$ cat src/rtl/hssi_tester_pkg.sv
// Shared definitions for the HSSI loopback tester.
// Holds the FSM state encoding, lane control-word layout constants and the
// function that builds the expected word for a given lane and sequence number.
package hssi_tester_pkg;

  typedef enum logic [2:0] {
    ST_IDLE,
    ST_WAIT_LOCK,
    ST_RUN,
    ST_DRAIN,
    ST_DONE
  } state_e;

  localparam int CTL_VLD_BIT = 17;  // per-lane "word valid" flag in control
  localparam int TX_CTL_W    = 18;
  localparam int RX_CTL_W    = 20;
  localparam int LOCK_CYC    = 8;   // consecutive rx_ready cycles needed
  localparam int MAX_LANE_DW = 256; // widest lane the word function supports

  localparam logic [TX_CTL_W-1:0] TX_CTL_VALID = TX_CTL_W'(1) << CTL_VLD_BIT;

  // Lane word layout: lane number in the top byte, sequence number
  // zero-extended or truncated into the remaining dw-8 bits. The result is
  // returned zero-extended to MAX_LANE_DW bits.
  function automatic logic [MAX_LANE_DW-1:0] lane_word(input int unsigned dw,
                                                       input logic [7:0]  lane,
                                                       input logic [31:0] seq);
    logic [MAX_LANE_DW-1:0] seq_ext;
    logic [MAX_LANE_DW-1:0] mask;
    seq_ext = MAX_LANE_DW'(seq);
    mask    = {MAX_LANE_DW{1'b1}} >> (MAX_LANE_DW - (dw - 8));
    return (MAX_LANE_DW'(lane) << (dw - 8)) | (seq_ext & mask);
  endfunction

endpackage

$ cat src/rtl/hssi_lane_checker.sv
// Per-lane receive checker: compares one lane word with its expected value.
// Ports: clk/rst, check_en (valid rx cycle), rx_seq (expected sequence),
// rx_lane (received word) -> mismatch_o, registered one cycle later.
module hssi_lane_checker
  import hssi_tester_pkg::*;
#(
  parameter int LANE_DW  = 64,
  parameter int LANE_IDX = 0
) (
  input  logic               clk,
  input  logic               rst,
  input  logic               check_en,
  input  logic [31:0]        rx_seq,
  input  logic [LANE_DW-1:0] rx_lane,
  output logic               mismatch_o
);

  logic mismatch_d;
  logic mismatch_q;

  // Compare at full function width; the upper bits of the expected word are
  // always zero, so this is equivalent to a LANE_DW-bit compare.
  always_comb begin
    mismatch_d = check_en &&
                 (MAX_LANE_DW'(rx_lane) != lane_word(LANE_DW, 8'(LANE_IDX), rx_seq));
  end

  always_ff @(posedge clk) begin
    if (rst) mismatch_q <= 1'b0;
    else     mismatch_q <= mismatch_d;
  end

  assign mismatch_o = mismatch_q;

endmodule

$ cat src/rtl/hssi_lpbk_tester.sv
// HSSI loopback tester: sends a numbered word stream on every lane and checks
// what comes back. Ports: pClk/pck_cp2af_softReset, start/num_words/rx_ready
// control, tx_data/tx_control out, rx_data/rx_control in, status outputs.
module hssi_lpbk_tester
  import hssi_tester_pkg::*;
#(
  parameter int NUM_LANES   = 4,
  parameter int LANE_DW     = 64,
  parameter int TIMEOUT_CYC = 4096
) (
  input  logic                           pClk,
  input  logic                           pck_cp2af_softReset,
  input  logic                           start,
  input  logic [31:0]                    num_words,
  input  logic                           rx_ready,
  output logic [NUM_LANES*LANE_DW-1:0]   tx_data,
  output logic [NUM_LANES*TX_CTL_W-1:0]  tx_control,
  input  logic [NUM_LANES*LANE_DW-1:0]   rx_data,
  input  logic [NUM_LANES*RX_CTL_W-1:0]  rx_control,
  output logic                           busy,
  output logic                           done,
  output logic                           pass,
  output logic [15:0]                    err_count,
  output logic [31:0]                    rx_words,
  output logic                           timeout
);

  localparam int LOCK_W = $clog2(LOCK_CYC);
  localparam int IDLE_W = $clog2(TIMEOUT_CYC + 1);

  state_e              state_q, state_d;
  logic [LOCK_W-1:0]   lock_cnt_q, lock_cnt_d;
  logic [31:0]         num_words_q, num_words_d;
  logic [31:0]         tx_sent_q, tx_sent_d;
  logic [31:0]         tx_seq_q, tx_seq_d;
  logic [31:0]         rx_seq_q, rx_seq_d;
  logic [31:0]         rx_words_q, rx_words_d;
  logic [15:0]         err_count_q, err_count_d;
  logic [IDLE_W-1:0]   idle_cnt_q, idle_cnt_d;
  logic                timeout_q, timeout_d;
  logic                valid_q, valid_d;     // check pipeline holds a valid word
  logic                partial_q, partial_d; // check pipeline holds a partial cycle

  logic [NUM_LANES-1:0] rx_vld_lanes;
  logic [NUM_LANES-1:0] mis;
  logic                 rx_all, rx_any, checking, check_en, sending;
  logic [16:0]          err_add;
  logic [17:0]          err_sum;

  // Only the valid bit of each rx control lane is acted upon.
  logic unused_rx_ctl;
  assign unused_rx_ctl = ^rx_control;

  assign rx_all   = &rx_vld_lanes;
  assign rx_any   = |rx_vld_lanes;
  assign checking = (state_q == ST_WAIT_LOCK) || (state_q == ST_RUN) || (state_q == ST_DRAIN);
  assign check_en = checking && rx_all;
  assign sending  = (state_q == ST_RUN) && (tx_sent_q < num_words_q);

  for (genvar p = 0; p < NUM_LANES; p++) begin : g_lane
    assign rx_vld_lanes[p] = rx_control[p*RX_CTL_W + CTL_VLD_BIT];
    // Same layout as lane_word(), sized directly to the lane.
    assign tx_data[p*LANE_DW +: LANE_DW]     = sending ? {8'(p), (LANE_DW-8)'(tx_seq_q)} : '0;
    assign tx_control[p*TX_CTL_W +: TX_CTL_W] = sending ? TX_CTL_VALID : '0;

    hssi_lane_checker #(.LANE_DW(LANE_DW), .LANE_IDX(p)) u_chk (
      .clk        (pClk),
      .rst        (pck_cp2af_softReset),
      .check_en   (check_en),
      .rx_seq     (rx_seq_q),
      .rx_lane    (rx_data[p*LANE_DW +: LANE_DW]),
      .mismatch_o (mis[p])
    );
  end

  always_comb begin
    state_d     = state_q;
    lock_cnt_d  = lock_cnt_q;
    num_words_d = num_words_q;
    tx_sent_d   = tx_sent_q;
    tx_seq_d    = tx_seq_q;
    rx_seq_d    = rx_seq_q;
    rx_words_d  = rx_words_q;
    idle_cnt_d  = idle_cnt_q;
    timeout_d   = timeout_q;
    valid_d     = check_en;
    partial_d   = checking && rx_any && !rx_all;

    // Retire last cycle's check result; a partial cycle costs every lane.
    err_add = '0;
    if (partial_q) begin
      err_add = 17'(NUM_LANES);
    end else begin
      for (int p = 0; p < NUM_LANES; p++) err_add = err_add + 17'(mis[p]);
    end
    err_sum     = 18'(err_count_q) + 18'(err_add);
    err_count_d = (err_sum > 18'h0FFFF) ? 16'hFFFF : err_sum[15:0];

    if (check_en) begin
      rx_seq_d   = rx_seq_q + 32'd1;
      rx_words_d = rx_words_q + 32'd1;
    end
    if (sending) begin
      tx_seq_d  = tx_seq_q + 32'd1;
      tx_sent_d = tx_sent_q + 32'd1;
    end

    case (state_q)
      ST_IDLE, ST_DONE: begin
        if (start) begin
          state_d     = ST_WAIT_LOCK;
          num_words_d = num_words;
          lock_cnt_d  = '0;
          tx_sent_d   = '0;
          tx_seq_d    = '0;
          rx_seq_d    = '0;
          rx_words_d  = '0;
          err_count_d = '0;
          idle_cnt_d  = '0;
          timeout_d   = 1'b0;
        end
      end
      ST_WAIT_LOCK: begin
        if (!rx_ready) begin
          lock_cnt_d = '0;
        end else if (lock_cnt_q == LOCK_W'(LOCK_CYC - 1)) begin
          state_d    = (num_words_q == 32'd0) ? ST_DRAIN : ST_RUN;
          idle_cnt_d = '0;
        end else begin
          lock_cnt_d = lock_cnt_q + LOCK_W'(1);
        end
      end
      ST_RUN: begin
        if (!sending) state_d = ST_DRAIN;
      end
      ST_DRAIN: begin
        if ((rx_words_q == num_words_q) && !valid_q && !partial_q) state_d = ST_DONE;
      end
      default: state_d = ST_IDLE;
    endcase

    // Idle watchdog; overrides the normal RUN/DRAIN transitions.
    if ((state_q == ST_RUN) || (state_q == ST_DRAIN)) begin
      if (rx_all) begin
        idle_cnt_d = '0;
      end else begin
        idle_cnt_d = idle_cnt_q + IDLE_W'(1);
        if (idle_cnt_d == IDLE_W'(TIMEOUT_CYC)) begin
          timeout_d = 1'b1;
          state_d   = ST_DONE;
        end
      end
    end
  end

  always_ff @(posedge pClk) begin
    if (pck_cp2af_softReset) begin
      state_q     <= ST_IDLE;
      lock_cnt_q  <= '0;
      num_words_q <= '0;
      tx_sent_q   <= '0;
      tx_seq_q    <= '0;
      rx_seq_q    <= '0;
      rx_words_q  <= '0;
      err_count_q <= '0;
      idle_cnt_q  <= '0;
      timeout_q   <= 1'b0;
      valid_q     <= 1'b0;
      partial_q   <= 1'b0;
    end else begin
      state_q     <= state_d;
      lock_cnt_q  <= lock_cnt_d;
      num_words_q <= num_words_d;
      tx_sent_q   <= tx_sent_d;
      tx_seq_q    <= tx_seq_d;
      rx_seq_q    <= rx_seq_d;
      rx_words_q  <= rx_words_d;
      err_count_q <= err_count_d;
      idle_cnt_q  <= idle_cnt_d;
      timeout_q   <= timeout_d;
      valid_q     <= valid_d;
      partial_q   <= partial_d;
    end
  end

  assign busy      = checking;
  assign done      = (state_q == ST_DONE);
  assign pass      = done && (err_count_q == 16'd0) && !timeout_q && (rx_words_q == num_words_q);
  assign err_count = err_count_q;
  assign rx_words  = rx_words_q;
  assign timeout   = timeout_q;

endmodule

$ cat config.mk
export PLATFORM = sky130hd
export DESIGN_NAME = hssi_lpbk_tester
export DESIGN_NICKNAME = d
export VERILOG_FILES = /design/src/rtl/hssi_tester_pkg.sv /design/src/rtl/hssi_lane_checker.sv /design/src/rtl/hssi_lpbk_tester.sv
export SDC_FILE = /design/constraint.sdc
export NUM_CORES = 1
export LEC_CHECK = 0
export BUFFER_PORTS_ARGS = -buffer_cell sky130_fd_sc_hd__buf_2
export CORE_AREA = 2 2 291 293
export DETAILED_ROUTE_END_ITERATION = 8
export DIE_AREA = 0 0 293 295
export PLACE_DENSITY = 0.38
export SKIP_CTS_REPAIR_TIMING = 1
export SYNTH_ARGS = -nofsm -noshare
export SYNTH_HDL_FRONTEND = slang
export SYNTH_SLANG_ARGS = --single-unit
$ cat constraint.sdc
create_clock -name pClk -period 8.5 [get_ports pClk]
set_input_delay 1.7 -clock pClk [delete_from_list [all_inputs] [get_ports pClk]]
set_output_delay 1.7 -clock pClk [all_outputs]
set_load 0.05 [all_outputs]
==> metrics.csv, run 1 <==
stage,metric,value,unit
critical_path,critical path depth,11,
timing,Tightest Pin Transition,1150,ps
critical_path,Critical Path RT,6800,ps
floorplanning,die area,86400,um2
place,DP Wirelength,49.7,mm
clocking,CTS Buffer Depth,3,
logic_synthesis,number of synthesized flops with an enable pin,0,
clocking,Sink Count,202,
route,drt pass-1 iters,5,
place,Placed Cells,3218,
layout,"most common cell after layout, fill and taps aside",buf_2,
pwr,P_leak,0.00736,uW
critical_path,CP max stage delay,540,ps
critical_path,crit path DAT,4070,ps
route,WL final,61.4,mm
timing,endpoints failing hold,0,
clocking,"CTS clk-pin slew, worst paths",60,ps
layout,Synth-to-Final Area Change,21.0,%
logic_synthesis,synthesized instance count,1834,
global_routing,GR Layer Usage met3,3.29,%
critical_path,CP Launch Type,flop,
timing,Tmin final,5770,ps
floorplanning,IO Count,752,
logic_synthesis,synthesized cell area,14500,um2
global_routing,largest net degree at the start of global routing,73,
timing,Slew Limit Fails,0,
status,status,completed,
logic_synthesis,"FFs w/ async S/R, synth",0,%
logic_synthesis,Synth Flop Type,dfxtp_1,
clocking,root buffer cell,clkbuf_16,
timing,Post-Route Skew,33.2,ps
route,per-cell routed wire length,18.7,um
floorplanning,Initial Utilization,17.4,%
logic_synthesis,post-synthesis sequential area ratio,27.9,%
critical_path,CP bufs+invs,4,
pwr,PD cells,154,nW/um2
pwr,Peak supply drop,140,uV
route,DR vias,13221,
global_routing,global-route usage over all layers,13.5,%
layout,most frequent cells in the layout,"buf_2, dfxtp_1, conb_1, nand2_1, xnor2_1",
global_routing,initial antenna violation count,30,
timing,period utilization,67.8,%
clocking,H-tree depth,1,
timing,RSZ-0062 raised after global routing,no,
floorplanning,Die Width,293,um
global_routing,vias in the first global route,12160,
layout,fin nets,2587,
critical_path,Critical Path Most Common Cell,ha_1,
critical_path,slowest CP cell,a2111oi_2,
clocking,CTS Buf Count,29,
clocking,CTS tree,done,
flow_run,maxcap violations,0,
logic_synthesis,Synth cell types,66,
place,routability cong.,0.794,
global_routing,GR peak layer,met2,
floorplanning,core area,83200,um2
global_routing,first-pass GRT wire length,85.7,mm
global_routing,met2 Use GR,22.9,%
timing,worst hold margin,483,ps
route,DR iter-0 viols,621,
route,drt via density,4.03,
global_routing,global route total overflow,0,
layout,Layout fillers,9338,
place,# port buffers,483,
layout,ratio of cells with drive above 1 in the final layout,26.0,%
critical_path,"Max FO, Critical Path",37,
timing,Max Fclk,173,MHz
timing,Setup TNS,0,ps
critical_path,crit-path cells,inv_1 > ha_1 > a21oi_1 > o21ai_0 > a2111oi_2 > o211a_1 > o21ai_4 > clkinv_1 > buf_4 > ha_1 > buf_2,
timing,"Setup violations, final",0,
min_path,hold path cells,2,
critical_path,"CP delay by family, top",compound AO/OA/AOI/OAI gates,
global_routing,GRT met1 Usage,17.9,%
logic_synthesis,Yosys reg bits,202,
timing,Worst slew margin,22.8,%
clocking,Worst-Skew Late Latency,590,ps
logic_synthesis,Yosys warnings,0,
critical_path,register-to-register path setup slack,4920,ps
floorplanning,die height,295,um
critical_path,CP endpoint kind,primary output,
floorplanning,site row count,106,
route,antenna-violating nets left,0,
route,drc violations,0,
min_path,Tightest Hold Check Type,reg -> reg,
critical_path,R2R depth,9,
critical_path,Setup CP Type,reg -> out,
layout,Non-Filler Instances,3277,
logic_synthesis,synthesized area per cell,7.90,um2
==> cell type report <==
class                   instances  area [um2]  share of cell area (%)
clock buffers                  40         837                    4.78
inverters                      53         199                    1.14
multi-input cells            1387        8390                    47.9
repair buffers                496        2510                    14.4
well taps                    1080        1350                    7.71
diodes                          5        12.5                  0.0714
flip-flops and latches        202        4040                    23.1
clock inverters                14         176                    1.01
==> worst min-delay path, cell delays in order (launching register included) <==
cell     delay (ps)
dfxtp_1         310
o21ai_0          70
a21oi_1          60
==> metal layers <==
metal  vias to the layer above  wire length, um
li1                       6514                -
met1                      6084            28100
met2                       499            28000
met3                       100             3890
met4                        24             1230
met5                         -              168
==> worst paths after layout <==
| check | startpoint | endpoint |
|---|---|---|
| worst min register to register | lock_cnt_q[2] | lock_cnt_q[2] |
| worst min-delay path | lock_cnt_q[2] | lock_cnt_q[2] |
| worst max-delay path | num_words_q[11] | tx_data[0] |
| worst max register to register | num_words_q[29] | tx_seq_q[21] |
==> flip-flops by register name, indices dropped and copies added (netlist names) <==
name,flops
tx_sent_q,32
tx_seq_q,32
partial_q,1
rx_seq_q,32
lock_cnt_q,3
valid_q,1
timeout,1
rx_words,32
err_count,16
g_lane.u_chk.mismatch_o,4
idle_cnt_q,13
num_words_q,32
state_q,3
==> stage by stage <==
stage	worst slack (ps)	area, um2	total power, uW	utilization, %
floorplan	3430	15200	1360	-
global placement	3310	16500	1430	19.8
detailed placement	3320	16500	1430	19.8
CTS	2630	17500	2760	21.1
global route	2430	17500	2820	21.1
finish	2730	17500	2700	21.1
==> power breakdown <==
group / switching, uW / leakage (uW) / internal, uW
sequential: 21.1 / 0.00163 / 958
combinational: 321 / 0.00523 / 106
clock: 516 / 0.000497 / 781
total: 859 / 0.00736 / 1840
==> synth_stat cells, drive strengths merged (49+ instances only) <==
cell    count  area (um2)
xnor2     152        1330
clkbuf     68         255
buf       313        2310
nor4       63         394
nand2     155         582
nand3      52         260
dfxtp     202        4040
or3        49         313
o21ai      62         310
nor2      119         447
a21oi     129         646
xor2       88         771
nand4      70         453
inv        52         195
==> cell families (layout without fill, tap and decap cells) <==
family,Yosys count,count (layout),synth area share (%)
buffers and inverters,436,603,19.2
multiplexers,4,4,0.285
AND/OR/NAND/NOR,643,643,23.2
AO/OA/AOI/OAI,262,262,10.8
XOR/XNOR,240,240,14.5
adder cells (fa/ha/maj),46,46,4.08
flip-flops,202,202,27.9
other,1,197,0.0259
Note: power is estimated with default switching activity, not from simulation.
==> inputs of run 2 (changes only) <==
ABC_AREA = 1   (was default)
CORE_AREA = 2 2 290 292   (was 2 2 291 293)
DIE_AREA = 0 0 292 294   (was 0 0 293 295)
PLACE_DENSITY = 0.4   (was 0.38)
clock period = 5.8 ns   (was 8.5 ns; I/O delays follow)
==> metrics.csv, run 2 <==
stage,metric,value,unit
global_routing,GRT met1 Usage,15.2,%
critical_path,Critical Path RT,4640,ps
logic_synthesis,post-synth top area share,25.1,%
global_routing,GR peak layer,met2,
place,routability cong.,0.815,
pwr,P_leak,0.00862,uW
global_routing,met2 Use GR,24.3,%
pwr,Overall Power,3830,uW
global_routing,vias in the first global route,14693,
layout,Synth-to-Final Area Change,17.9,%
logic_synthesis,number of synthesized flops with an enable pin,0,
global_routing,largest net degree at the start of global routing,65,
logic_synthesis,synthesized cell area,16100,um2
route,DR vias,15343,
floorplanning,Die Width,292,um
floorplanning,die height,294,um
flow_run,maxcap violations,0,
logic_synthesis,"FFs w/ async S/R, synth",0,%
logic_synthesis,dominant cell type by area after synthesis,dfxtp_1,
route,drt pass-1 iters,5,
clocking,CTS Buffer Depth,3,
layout,number of antenna cells inserted,0,
clocking,H-tree depth,1,
route,antenna-violating nets left,0,
critical_path,Setup CP Type,reg -> out,
logic_synthesis,most frequent cell after synthesis,nand2_1,
timing,Worst slew margin,43.0,%
layout,fin nets,3166,
floorplanning,site row count,106,
logic_synthesis,synthesized instance count,2410,
clocking,root buffer cell,clkbuf_16,
clocking,CTS tree,done,
timing,Tightest Pin Transition,855,ps
route,drt via density,3.99,
global_routing,global route total overflow,0,
global_routing,global-route usage over all layers,13.3,%
logic_synthesis,synth top area cells,"dfxtp_1, buf_4, nand2_1",
timing,"Setup violations, final",0,
route,per-cell routed wire length,15.5,um
pwr,PD cells,201,nW/um2
critical_path,crit path DAT,3220,ps
logic_synthesis,Yosys warnings,0,
critical_path,CP endpoint kind,primary output,
layout,most frequent cells in the layout,"buf_2, nand2_1, nor2_1, inv_1, dfxtp_1",
status,status,completed,
logic_synthesis,Synth Flop Type,dfxtp_1,
logic_synthesis,synthesized area per cell,6.70,um2
global_routing,GR Layer Usage met3,3.17,%
timing,Setup TNS,0,ps
place,# port buffers,483,
global_routing,initial antenna violation count,14,
layout,"most common cell after layout, fill and taps aside",buf_2,
timing,Max Fclk,228,MHz
logic_synthesis,Synth cell types,57,
logic_synthesis,Yosys reg bits,202,
clocking,Sink Count,202,
floorplanning,die area,85800,um2
critical_path,"Max FO, Critical Path",55,
clocking,CTS Buf Count,30,
global_routing,first-pass GRT wire length,87.9,mm
timing,Tmin final,4380,ps
timing,RSZ-0062 raised after global routing,no,
min_path,Tightest Hold Check Type,reg -> reg,
timing,period utilization,75.6,%
clocking,Worst-Skew Late Latency,580,ps
layout,ratio of cells with drive above 1 in the final layout,22.2,%
route,drc violations,0,
floorplanning,IO Count,752,
floorplanning,Initial Utilization,19.5,%
clocking,"CTS clk-pin slew, worst paths",60,ps
route,WL final,59.7,mm
timing,endpoints failing hold,0,
critical_path,CP Launch Type,flop,
logic_synthesis,Post-synth top cells,"nand2_1, nor2_1, buf_4",
floorplanning,core area,82900,um2
logic_synthesis,post-synthesis sequential area ratio,25.1,%
route,DR iter-0 viols,565,
place,DP Wirelength,48.5,mm
timing,Slew Limit Fails,0,
pwr,Peak supply drop,213,uV
timing,Post-Route Skew,12.7,ps
-- run 2: cell types whose count changed in the layout (fill, tap and decap cells not counted), moves of 22 or more --
cell / previous run / this run
nand2_1: 155 / 395
xor2_1: 88 / 46
xnor2_1: 152 / 92
nand4_1: 69 / 132
or3_1: 44 / 0
inv_1: 52 / 274
and3_1: 27 / 1
and2_1: 32 / 1
nor3_1: 21 / 58
nor4_1: 63 / 41
nor2_1: 119 / 320
o21ai_0: 60 / 87
-- run 2: stage by stage --
step | hold WS (ps) | util, % | instance area, um2 | worst slack, ps | instances
floorplan | 441 | - | 16900 | 2000 | 2601
global placement | 472 | 21.8 | 18100 | 1870 | 3796
detailed placement | 475 | 21.8 | 18100 | 1930 | 3796
CTS | 490 | 23.0 | 19000 | 1290 | 3850
global route | 515 | 23.0 | 19000 | 1100 | 3850
finish | 489 | 23.0 | 19000 | 1420 | 3850
-- run 2: final cells by class --
cell class | instances | area, um2
Fill cell | 9488 | 63900
Multi-Input combinational cell | 1740 | 9180
Sequential cell | 202 | 4040
Timing Repair Buffer | 491 | 2480
Tap cell | 1080 | 1350
Inverter | 283 | 1060
Clock buffer | 44 | 865
Clock inverter | 10 | 60.1
-- run 2: report_power, final --
part | leakage (uW) | total, uW | switching (uW) | internal, uW
logic | 0.00653 | 661 | 494 | 167
clock network | 0.000457 | 1740 | 714 | 1020
registers | 0.00164 | 1430 | 18.6 | 1410
total | 0.00862 | 3830 | 1230 | 2600
-- run 2: metal layers --
layer	share of wire (%)	vias to the layer above
met3	6.5	80
li1	-	8003
met1	41	6781
met2	49	465
met4	2.6	14
met5	0.14	-
-- run 2: worst max-delay path, cell delays in order, from the launching register on --
cell     delay, ps
dfxtp_1        360
inv_1          100
ha_1           320
a21oi_1        150
o21a_1         140
nand2_1         60
nand2_1         60
nand2_1         80
nand2_2         80
buf_4          510
nand4_1        240
inv_1          210
buf_2          290
-- run 2: worst paths after layout --
kind | start | endpoint | slack [ps] | cells past startpoint
max | num_words_q[7] | tx_data[71] | 1420 | 12
min | idle_cnt_q[1] | idle_cnt_q[1] | 490 | 2
max reg2reg | g_lane[0].u_chk.mismatch_o | err_count[11] | 2460 | 13
min reg2reg | idle_cnt_q[1] | idle_cnt_q[1] | 490 | 2
-- run 2: kinds of logic (layout without fill, tap and decap cells) --
group,Yosys count,in the layout,share of synthesized area [%]
AOI/OAI and AO/OA,262,262,8.88
xor gates and xnor gates,138,138,7.49
adders and majority gates,46,46,3.66
buffers and inverters,659,828,22.7
DFF,202,202,25.1
other,1,192,0.0232
and+or+nand+nor,1102,1102,32.2
